**src/rtl/temp_ctrl_pkg.sv**
```systemverilog
// Shared definitions for the multi-zone temperature controller:
// zone state encoding and the threshold/dwell values loaded by reset.
package temp_ctrl_pkg;

    typedef enum logic [1:0] {
        IDLE    = 2'd0,
        COOL    = 2'd1,
        HEAT    = 2'd2,
        LOCKOUT = 2'd3
    } zone_state_e;

    // Plain constants of the same encoding, used by the per-zone state register.
    localparam logic [1:0] ST_IDLE    = IDLE;
    localparam logic [1:0] ST_COOL    = COOL;
    localparam logic [1:0] ST_HEAT    = HEAT;
    localparam logic [1:0] ST_LOCKOUT = LOCKOUT;

    // Values every zone returns to on reset.
    localparam int RST_COOL_TH = 100;
    localparam int RST_HEAT_TH = 40;
    localparam int RST_DWELL   = 4;

endpackage

```
**src/rtl/temp_zone_fsm.sv**
```systemverilog
// One climate zone: sampled temperature, threshold/dwell registers, the
// IDLE/COOL/HEAT/LOCKOUT controller and its dwell counter.
// Optional macro TEMP_CTRL_ALARM_EN adds a sticky over/under-range alarm.
//
// Handshake: cfg_we is a single-cycle strobe with no back-pressure; the new
// thresholds are used from the next cycle and the new dwell at the next load.
module temp_zone_fsm
    import temp_ctrl_pkg::*;
#(
    parameter int TW   = 8,
    parameter int HYST = 5,
    parameter int DW   = 8
) (
    input  logic          clk,
    input  logic          rst,
    input  logic [TW-1:0] temp,
    input  logic          cfg_we,
    input  logic [TW-1:0] cfg_cool_th,
    input  logic [TW-1:0] cfg_heat_th,
    input  logic [DW-1:0] cfg_dwell,
`ifdef TEMP_CTRL_ALARM_EN
    input  logic          alarm_clr,
    output logic          alarm,
`endif
    output logic          cool_on,
    output logic          heat_on,
    output logic [1:0]    state_dbg
);

    // Two guard bits so threshold +/- hysteresis never wraps.
    localparam int XW = TW + 2;
    localparam logic [XW-1:0] HYST_X = XW'(HYST);
    localparam logic [XW-1:0] TMAX_X = {2'b00, {TW{1'b1}}};

    logic [TW-1:0] temp_q;
    logic [TW-1:0] cool_th;
    logic [TW-1:0] heat_th;
    logic [DW-1:0] dwell;
    logic [DW-1:0] cnt;
    logic [DW-1:0] cnt_dec;
    logic [DW-1:0] cnt_nxt;
    logic [1:0]    state;
    logic [1:0]    state_nxt;
    logic [XW-1:0] temp_x;
    logic [XW-1:0] cool_x;
    logic [XW-1:0] heat_x;
    logic [XW-1:0] cool_lo;
    logic [XW-1:0] heat_hi;
    logic          cnt_done;

    assign temp_x  = {2'b00, temp_q};
    assign cool_x  = {2'b00, cool_th};
    assign heat_x  = {2'b00, heat_th};
    assign cool_lo = (cool_x >= HYST_X) ? cool_x - HYST_X : '0;
    assign heat_hi = (heat_x + HYST_X > TMAX_X) ? TMAX_X : heat_x + HYST_X;

    // The counter saturates at 0; "done" means this cycle's decrement reaches 0,
    // so a dwell of N holds a state for N cycles (one cycle when N is 0 or 1).
    assign cnt_dec  = (cnt == '0) ? '0 : cnt - DW'(1);
    assign cnt_done = (cnt_dec == '0);

    assign state_dbg = state;

    // Input sample stage: decisions act on the temperature captured one edge earlier.
    always_ff @(posedge clk) begin
        temp_q <= temp;
    end

    // Threshold and dwell registers, reloaded to defaults by reset.
    always_ff @(posedge clk) begin
        if (rst) begin
            cool_th <= TW'(RST_COOL_TH);
            heat_th <= TW'(RST_HEAT_TH);
            dwell   <= DW'(RST_DWELL);
        end else if (cfg_we) begin
            cool_th <= cfg_cool_th;
            heat_th <= cfg_heat_th;
            dwell   <= cfg_dwell;
        end
    end

    // Next-state and counter logic; cooling takes priority over heating in IDLE.
    always_comb begin
        state_nxt = state;
        cnt_nxt   = cnt_dec;
        case (state)
            ST_IDLE: begin
                if (temp_x >= cool_x) begin
                    state_nxt = ST_COOL;
                    cnt_nxt   = dwell;
                end else if (temp_x <= heat_x) begin
                    state_nxt = ST_HEAT;
                    cnt_nxt   = dwell;
                end
            end
            ST_COOL: begin
                if (temp_x <= cool_lo && cnt_done) begin
                    state_nxt = ST_LOCKOUT;
                    cnt_nxt   = dwell;
                end
            end
            ST_HEAT: begin
                if (temp_x >= heat_hi && cnt_done) begin
                    state_nxt = ST_LOCKOUT;
                    cnt_nxt   = dwell;
                end
            end
            ST_LOCKOUT: begin
                if (cnt_done) begin
                    state_nxt = ST_IDLE;
                end
            end
            default: begin
                state_nxt = ST_IDLE;
                cnt_nxt   = '0;
            end
        endcase
    end

    // State, counter and actuator registers; outputs are decoded from the next state.
    always_ff @(posedge clk) begin
        if (rst) begin
            state   <= ST_IDLE;
            cnt     <= '0;
            cool_on <= 1'b0;
            heat_on <= 1'b0;
        end else begin
            state   <= state_nxt;
            cnt     <= cnt_nxt;
            cool_on <= (state_nxt == ST_COOL);
            heat_on <= (state_nxt == ST_HEAT);
        end
    end

`ifdef TEMP_CTRL_ALARM_EN
    localparam logic [XW-1:0] HYST2_X = XW'(2 * HYST);

    logic [XW-1:0] alarm_hi;
    logic [XW-1:0] alarm_lo;

    assign alarm_hi = (cool_x + HYST2_X > TMAX_X) ? TMAX_X : cool_x + HYST2_X;
    assign alarm_lo = (heat_x >= HYST2_X) ? heat_x - HYST2_X : '0;

    // Sticky alarm: a live out-of-range condition beats a same-cycle clear.
    always_ff @(posedge clk) begin
        if (rst) begin
            alarm <= 1'b0;
        end else if (temp_x >= alarm_hi || temp_x <= alarm_lo) begin
            alarm <= 1'b1;
        end else if (alarm_clr) begin
            alarm <= 1'b0;
        end
    end
`endif

endmodule

```
**src/rtl/multi_zone_temp_control.sv**
```systemverilog
// Multi-zone temperature controller top: configuration decode/validation and
// NZONES independent temp_zone_fsm instances.
// Optional macro TEMP_CTRL_ALARM_EN adds the alarm/alarm_clr ports.
//
// Handshake: cfg_wr is a single-cycle strobe with no ready; a write whose
// zone is out of range or whose thresholds overlap the hysteresis bands is
// dropped and answered by a one-cycle cfg_err on the following cycle.
module multi_zone_temp_control
    import temp_ctrl_pkg::*;
#(
    parameter int NZONES = 4,
    parameter int TW     = 8,
    parameter int HYST   = 5,
    parameter int DW     = 8
) (
    input  logic                                         clk,
    input  logic                                         rst,
    input  logic [NZONES*TW-1:0]                         zone_temp,
    input  logic                                         cfg_wr,
    input  logic [((NZONES > 1) ? $clog2(NZONES) : 1)-1:0] cfg_zone,
    input  logic [TW-1:0]                                cfg_cool_th,
    input  logic [TW-1:0]                                cfg_heat_th,
    input  logic [DW-1:0]                                cfg_dwell,
    output logic                                         cfg_err,
    output logic [NZONES-1:0]                            cool_on,
    output logic [NZONES-1:0]                            heat_on,
`ifdef TEMP_CTRL_ALARM_EN
    input  logic [NZONES-1:0]                            alarm_clr,
    output logic [NZONES-1:0]                            alarm,
`endif
    output logic [2*NZONES-1:0]                          zone_state
);

    localparam int ZW = (NZONES > 1) ? $clog2(NZONES) : 1;
    localparam int XW = TW + 2;

    logic th_ok;
    logic zone_ok;
    logic cfg_ok;

    // heat_th + HYST < cool_th - HYST, rearranged so nothing is subtracted.
    assign th_ok   = ({2'b00, cfg_heat_th} + XW'(2 * HYST)) < {2'b00, cfg_cool_th};
    assign zone_ok = {1'b0, cfg_zone} < (ZW + 1)'(NZONES);
    assign cfg_ok  = cfg_wr && th_ok && zone_ok;

    // Rejected writes raise cfg_err for exactly one cycle.
    always_ff @(posedge clk) begin
        if (rst) begin
            cfg_err <= 1'b0;
        end else begin
            cfg_err <= cfg_wr && !(th_ok && zone_ok);
        end
    end

    for (genvar i = 0; i < NZONES; i++) begin : g_zone
        logic zone_we;

        assign zone_we = cfg_ok && (cfg_zone == ZW'(i));

        temp_zone_fsm #(
            .TW   (TW),
            .HYST (HYST),
            .DW   (DW)
        ) u_zone (
            .clk         (clk),
            .rst         (rst),
            .temp        (zone_temp[i*TW +: TW]),
            .cfg_we      (zone_we),
            .cfg_cool_th (cfg_cool_th),
            .cfg_heat_th (cfg_heat_th),
            .cfg_dwell   (cfg_dwell),
`ifdef TEMP_CTRL_ALARM_EN
            .alarm_clr   (alarm_clr[i]),
            .alarm       (alarm[i]),
`endif
            .cool_on     (cool_on[i]),
            .heat_on     (heat_on[i]),
            .state_dbg   (zone_state[2*i +: 2])
        );
    end

endmodule

```
**config.mk**
```make
export PLATFORM = sky130hd
export DESIGN_NAME = multi_zone_temp_control
export DESIGN_NICKNAME = d
export VERILOG_FILES = /design/src/rtl/temp_ctrl_pkg.sv /design/src/rtl/temp_zone_fsm.sv /design/src/rtl/multi_zone_temp_control.sv
export SDC_FILE = /design/constraint.sdc
export NUM_CORES = 1
export LEC_CHECK = 0
export CAP_MARGIN = 30
export CORE_MARGIN = 8
export CORE_UTILIZATION = 30
export DETAILED_ROUTE_END_ITERATION = 10
export SLEW_MARGIN = 20
export SYNTH_ARGS = -nofsm -noshare
export SYNTH_HDL_FRONTEND = slang
export SYNTH_SLANG_ARGS = --single-unit
export TNS_END_PERCENT = 30
```
**constraint.sdc**
```tcl
create_clock -name clk -period 3.35 [get_ports clk]
set_input_delay 0.67 -clock clk [delete_from_list [all_inputs] [get_ports clk]]
set_output_delay 0.67 -clock clk [all_outputs]
set_load 0.02 [all_outputs]
```
; ---- Word-level counts from Yosys, hierarchy flattened
; Cells that the tools add are included.
[word_totals]
mem_bits_rw = 0
ff_bits = 177
word_cells = 178
n_memories = 0
latchBits = 0
romBits = 0
[classes]
add_sub_neg = 13
n_lt_le_gt_ge = 25
n_mul = 0
mux = 56
reduce_logical = 28
n_eq_ne = 23
div = 0
shift = 0
bitwise = 0
[ops]
columns = cell, count
row1 = $mux W8, 20
row2 = $pmux W8 S3, 4
row3 = $mux W10, 8
row4 = $logic_not A8 Y1, 8
row5 = $ge A8 B10 Y1, 4
row6 = $gt A10 B8 Y1 const B, 4
row7 = $le A8 B10 Y1, 4
row8 = $mux W2, 20
row9 = $add A8 B3 Y9 const B, 4
row10 = $sub A8 B3 Y9 const B, 4
row11 = $ge A8 B3 Y1 const B, 4
row12 = $ge A8 B8 Y1, 4
row13 = $le A8 B8 Y1, 4
row14 = $pmux W2 S4, 4
row15 = $sub A8 B1 Y8 const B, 4
row16 = $eq A2 B2 Y1 const B, 14
row17 = $eq A2 B1 Y1 const B, 9
row18 = $logic_and A1 B1 Y1, 14
row19 = $logic_not A2 Y1, 5
row20 = $add A8 B4 Y9 const B, 1
row21 = $lt A9 B8 Y1, 1
row22 = $logic_not A1 Y1, 1

; ---- Longest topological paths before layout
[depth]
word_depth = 8
depth_mapped = 14
mapped_depth_nobuf = 14

; ---- Cells and area by module
; From an unflattened synthesis, not the netlist that was laid out.
[hier_totals]
hier_cells = 1303
area_unflattened_um2 = 11528.6
[modules_own_cells]
columns = mod, seq_area_each_um2, area_per_inst_um2, cells_per_inst, n_inst
row1 = temp_zone_fsm at g_zone[0].u_zone ..., 880.8, 2810.2, 317, 3
row2 = temp_zone_fsm at g_zone[1].u_zone, 880.8, 2750.1, 307, 1
row3 = multi_zone_temp_control, 20.0, 347.8, 45, 1

; ---- Worst setup path after synthesis
; Ideal clock, no wire load.
[synth_path]
kind = input to register
from = in cfg_heat_th[1]
to = reg g_zone[3].u_zone.dwell[0]
setup_slack_ps = 318
stages = 12
arrival_ps = 2961
required_time_ps = 3278
cell_sequence = ha_1 -> o21ai_0 -> xnor2_1 -> ha_1 -> nand3_1 -> a2bb2oi_1 -> a21oi_1 -> clkbuf_1 -> or2_2 -> clkbuf_1 -> buf_2 -> mux2i_1
[synth_between]
elab_chain_cells = 4
[synth_rtl]
columns = item, line_no
row1 = start: declaration, multi_zone_temp_control.sv:22  ; input logic [TW-1:0] cfg_heat_th,
row2 = $add A8 B4 Y9, multi_zone_temp_control.sv:42  ; assign th_ok = ({2'b00, cfg_heat_th} + XW'(2 * HYST)) < {2'b00, cfg_cool_th};
row3 = $lt A9 B8 Y1, multi_zone_temp_control.sv:42
row4 = $logic_and A1 B1 Y1, multi_zone_temp_control.sv:44  ; assign cfg_ok = cfg_wr && th_ok && zone_ok;
row5 = $logic_and A1 B1 Y1, multi_zone_temp_control.sv:58  ; assign zone_we = cfg_ok && (cfg_zone == ZW'(i));
row6 = end signal: assignment, temp_zone_fsm.sv:74  ; dwell <= DW'(RST_DWELL);
row7 = end signal: assignment, temp_zone_fsm.sv:78  ; dwell <= cfg_dwell;
row8 = end: declaration, temp_zone_fsm.sv:38  ; logic [DW-1:0] dwell;
; No other way between the ends.
; A chain may end at the register's enable or synchronous reset.

; ---- Worst setup path in the final report
[layout_path]
from = in cfg_heat_th[1]
to = reg g_zone[0].u_zone.cool_th[5]
[layout_between]
elab_chain_cells = 4
[layout_rtl]
columns = item, line_no
row1 = $add A8 B4 Y9, multi_zone_temp_control.sv:42
row2 = $lt A9 B8 Y1, multi_zone_temp_control.sv:42
row3 = $logic_and A1 B1 Y1, multi_zone_temp_control.sv:44
row4 = $logic_and A1 B1 Y1, multi_zone_temp_control.sv:58
row5 = end signal: assignment, temp_zone_fsm.sv:72  ; cool_th <= TW'(RST_COOL_TH);
row6 = end signal: assignment, temp_zone_fsm.sv:76  ; cool_th <= cfg_cool_th;
row7 = end: declaration, temp_zone_fsm.sv:36  ; logic [TW-1:0] cool_th;
; No other way between the ends.

==> impl_results.rst <==
.. list-table::
   :header-rows: 1

   * - Metric
     - Value
   * - Floorplan die area
     - 0.0448 mm²
   * - Cells along the critical path
     - clkdlybuf4s50_1, ha_1, o21ai_0, xnor2_1, ha_1, nand3_1, a2bb2oi_1, a21oi_1, or4b_2, buf_12, mux2i_1
   * - Die H
     - 212 µm
   * - Area of the core
     - 0.0377 mm²
   * - Async set or reset register ratio after synthesis
     - 0%
   * - Cell family with the largest share of critical-path delay
     - simple AND/OR/NAND/NOR gates
   * - Worst setup slack before clock tree synthesis
     - -0.204 ns
   * - Buf/Inv on CP
     - 2
   * - Count of mapped cells out of synthesis
     - 1345
   * - Simple-gate portion of the synthesized area
     - 18.7%
   * - Setup Skew
     - 0.00920 ns
   * - Most common cell type on the critical path
     - ha_1
   * - Overall global routing resource usage
     - 14.0%
   * - Cell chosen for the clock root
     - clkbuf_16
   * - Final Hold Fails
     - 0
   * - Final min period
     - 3.11 ns
   * - Result of the run
     - finished clean
   * - Clk sink count
     - 177
   * - Max stage delay on crit path
     - 0.68 ns
   * - Worst hold path class
     - reg -> reg
   * - Number of core rows
     - 71
   * - Total count of max-transition violations in the final report
     - 0
   * - Maximum achievable frequency
     - 0.322 GHz
   * - Antenna Violating Nets Remaining
     - 0
   * - Dominant combinational cell family by area after synthesis
     - simple AND/OR/NAND/NOR gates
   * - Arrival time at the worst endpoint
     - 3.41 ns
   * - Number of buffers inserted to repair setup after CTS
     - 0
   * - RSZ-0062 raised after global routing
     - false
   * - CP max stage cell
     - or4b_2
   * - CTS HTree Levels
     - 4
   * - Rel. slew slack
     - 52.8%
   * - Routability congestion estimate
     - 0.825
   * - Worst-Skew Late Latency
     - 0.44 ns
   * - Mean instance size in the synthesized netlist
     - 8.54 µm²
   * - Most area-consuming cells after synthesis
     - dfxtp_1 31%, ha_1 17%, mux2i_1 10%, nand2_1 5.5%, xnor2_1 3.4%
   * - Leading cell type in the layout, fill and taps excluded
     - dfxtp_1
   * - Adder-cell share of the synthesized area
     - 17.4%
   * - Post-layout worst setup margin
     - 0.241 ns
   * - Crit path capture type
     - flop
   * - Number of synthesized flops with an enable pin
     - 0
   * - Grt ovf
     - 0
   * - YS warnings
     - 0
   * - Starting Density
     - 30.5%
   * - Initial antenna violation count
     - 0
   * - Diodes inserted
     - 0
   * - Proportion of layout cells with a drive suffix above 1
     - 6.74%
   * - Portion of the clock cycle consumed by the worst path in the final layout
     - 92.8%
   * - First-pass DRT Iterations
     - 5
   * - Number of global-route vias before repair
     - 9909
   * - Total power density per cell area
     - 551 mW/mm²
   * - Synthesis-to-finish area growth
     - 19.2%
   * - Sequential share of the synthesized area
     - 30.8%
   * - Max-Cap Viols
     - 0
   * - Net count, final
     - 1662
   * - Total detailed-routing wirelength
     - 31200 µm
   * - Number of buffers inserted by port buffering
     - 77
   * - Cell taking the most area after synthesis
     - dfxtp_1
   * - Xor and xnor fraction of the mapped netlist area
     - 3.81%
   * - CTS buffer count
     - 17
   * - Worst Tran Pin Value
     - 0.708 ns
   * - Total half-perimeter wirelength after legalization and detailed placement
     - 24400 µm
   * - Total number of vias
     - 9811
   * - Total Power
     - 7.55 mW
   * - Peak ir drop on the vdd network
     - 0.240 mV
   * - Longest Clk Path Bufs
     - 2
   * - Gates resized, CTS repair
     - 0
   * - Critical path class
     - in -> reg
   * - Top FF cell, synth
     - dfxtp_1
   * - Number of I/O pins
     - 78
   * - CP Max Fanout
     - 24
   * - CP startpoint kind
     - input port
   * - Yosys reg bits
     - 177
   * - Post-Synthesis Cell Area
     - 0.0115 mm²
   * - Number of setup violations in the final report
     - 0
   * - Multiplexer share of the synthesized area
     - 10.5%
   * - Number of nets produced by synthesis
     - 1566
   * - Die Width
     - 212 µm
   * - Final standard cell utilization of the core
     - 36.4%
   * - Most frequent cells in the layout
     - 176 x dfxtp_1, 169 x nand2_1, 160 x ha_1
   * - Hold_buf cts
     - 0
   * - Number of different library cells in the post-synthesis netlist
     - 71
   * - TritonCTS clock tree
     - yes
   * - DRC marker count from the first detailed-route iteration
     - 497
   * - CP required
     - 3.65 ns
   * - Global-route wire length before repair
     - 50800 µm
   * - Total leakage power
     - 6.12 nW
   * - Count of unresolved DRC violations after routing
     - 0
   * - Routed wire per std cell
     - 15.9 µm
   * - Vias/cell
     - 5.00
   * - Post-synth top area share
     - 30.8%
   * - Clock transition at path regs
     - 0.07 ns
   * - Post-synthesis compound-gate area fraction
     - 13.6%
   * - Maximum number of pins on one net before global-route repair
     - 46
[kinds of logic (layout without fill, tap and decap cells)]
| kind of cell | Yosys count | after routing |
|---|---|---|
| buffers and inverters | 144 | 252 |
| adder cells (fa/ha/maj) | 160 | 160 |
| AND/OR/NAND/NOR | 454 | 454 |
| flip-flops | 177 | 177 |
| XOR/XNOR | 50 | 50 |
| AO/OA/AOI/OAI | 240 | 240 |
| multiplexers | 120 | 120 |
[cells in the mapped netlist, types with 6 or more instances]
library cell,n
dfxtp_1,177
nand2_1,169
ha_1,160
mux2i_1,116
inv_1,103
nor2_1,103
a21oi_1,63
o21ai_0,56
xnor2_1,45
nand3_1,30
nor3_1,29
clkbuf_1,25
nand2b_1,20
nor2b_1,18
nand4_1,17
nor4_1,17
a31oi_1,15
o21a_1,13
a21o_1,12
o211ai_1,12
or3_1,11
a211oi_1,10
and2_1,10
buf_4,8
o2bb2ai_1,7
and3_1,6
[tightest hold or removal path, stage by stage (launching register included)]
cell	delay (ns)
dfxtp_1	0.31
nand2_1	0.05
mux2i_1	0.06
[power by group]
part	internal, mW	switching [mW]
logic	1.22	1.47
registers	2.36	0.302
clock network	1.27	0.929
total	4.85	2.70
[metrics by stage]
step | instance area (µm²) | setup TNS, ns | cells | hold WS (ns)
detailed placement | 13000 | -7.14 | 1933 | 0.450
global route | 13700 | 0 | 1964 | 0.484
CTS | 13700 | 0 | 1964 | 0.464
floorplan | 11500 | 0 | 1345 | 0.432
finish | 13700 | 0 | 1964 | 0.463
global placement | 13000 | -3.34 | 1933 | 0.443
[flip-flops by register name, indices dropped and copies added, names as in the netlist]
register                 flops
g_zone.u_zone.heat_th       32
g_zone.u_zone.state_dbg      8
g_zone.u_zone.cool_on        4
g_zone.u_zone.heat_on        4
g_zone.u_zone.cool_th       32
cfg_err                      1
g_zone.u_zone.cnt           32
g_zone.u_zone.temp_q        32
g_zone.u_zone.dwell         32
[final timing paths]
check	start	to	slack (ns)	depth (start not counted)
max	cfg_heat_th[1]	g_zone[0].u_zone.cool_th[5]	0.24	11
min	g_zone[1].u_zone.cool_th[7]	g_zone[1].u_zone.cool_th[7]	0.46	2
max reg2reg	g_zone[3].u_zone.cool_th[1]	g_zone[3].u_zone.cnt[7]	0.27	15
min reg2reg	g_zone[1].u_zone.cool_th[7]	g_zone[1].u_zone.cool_th[7]	0.46	2
[metal layers]
layer	up-vias	global-route usage [%]	share of wire (%)
met4	0	4.00	1.6
met3	35	2.25	3.5
met2	174	24.5	49
met5	-	0	0
li1	4940	-	-
met1	4662	17.6	46
[final cells by class]
type                       count  area, µm²
sequential                   177       3540
inverter                     104        390
timing repair buffer         117       1100
clock inverter                12        193
clock buffer                  19        433
tap                          511        639
fill                        3865      24000
multi-input combinational   1024       7400
(Power assumes the default switching activity.)
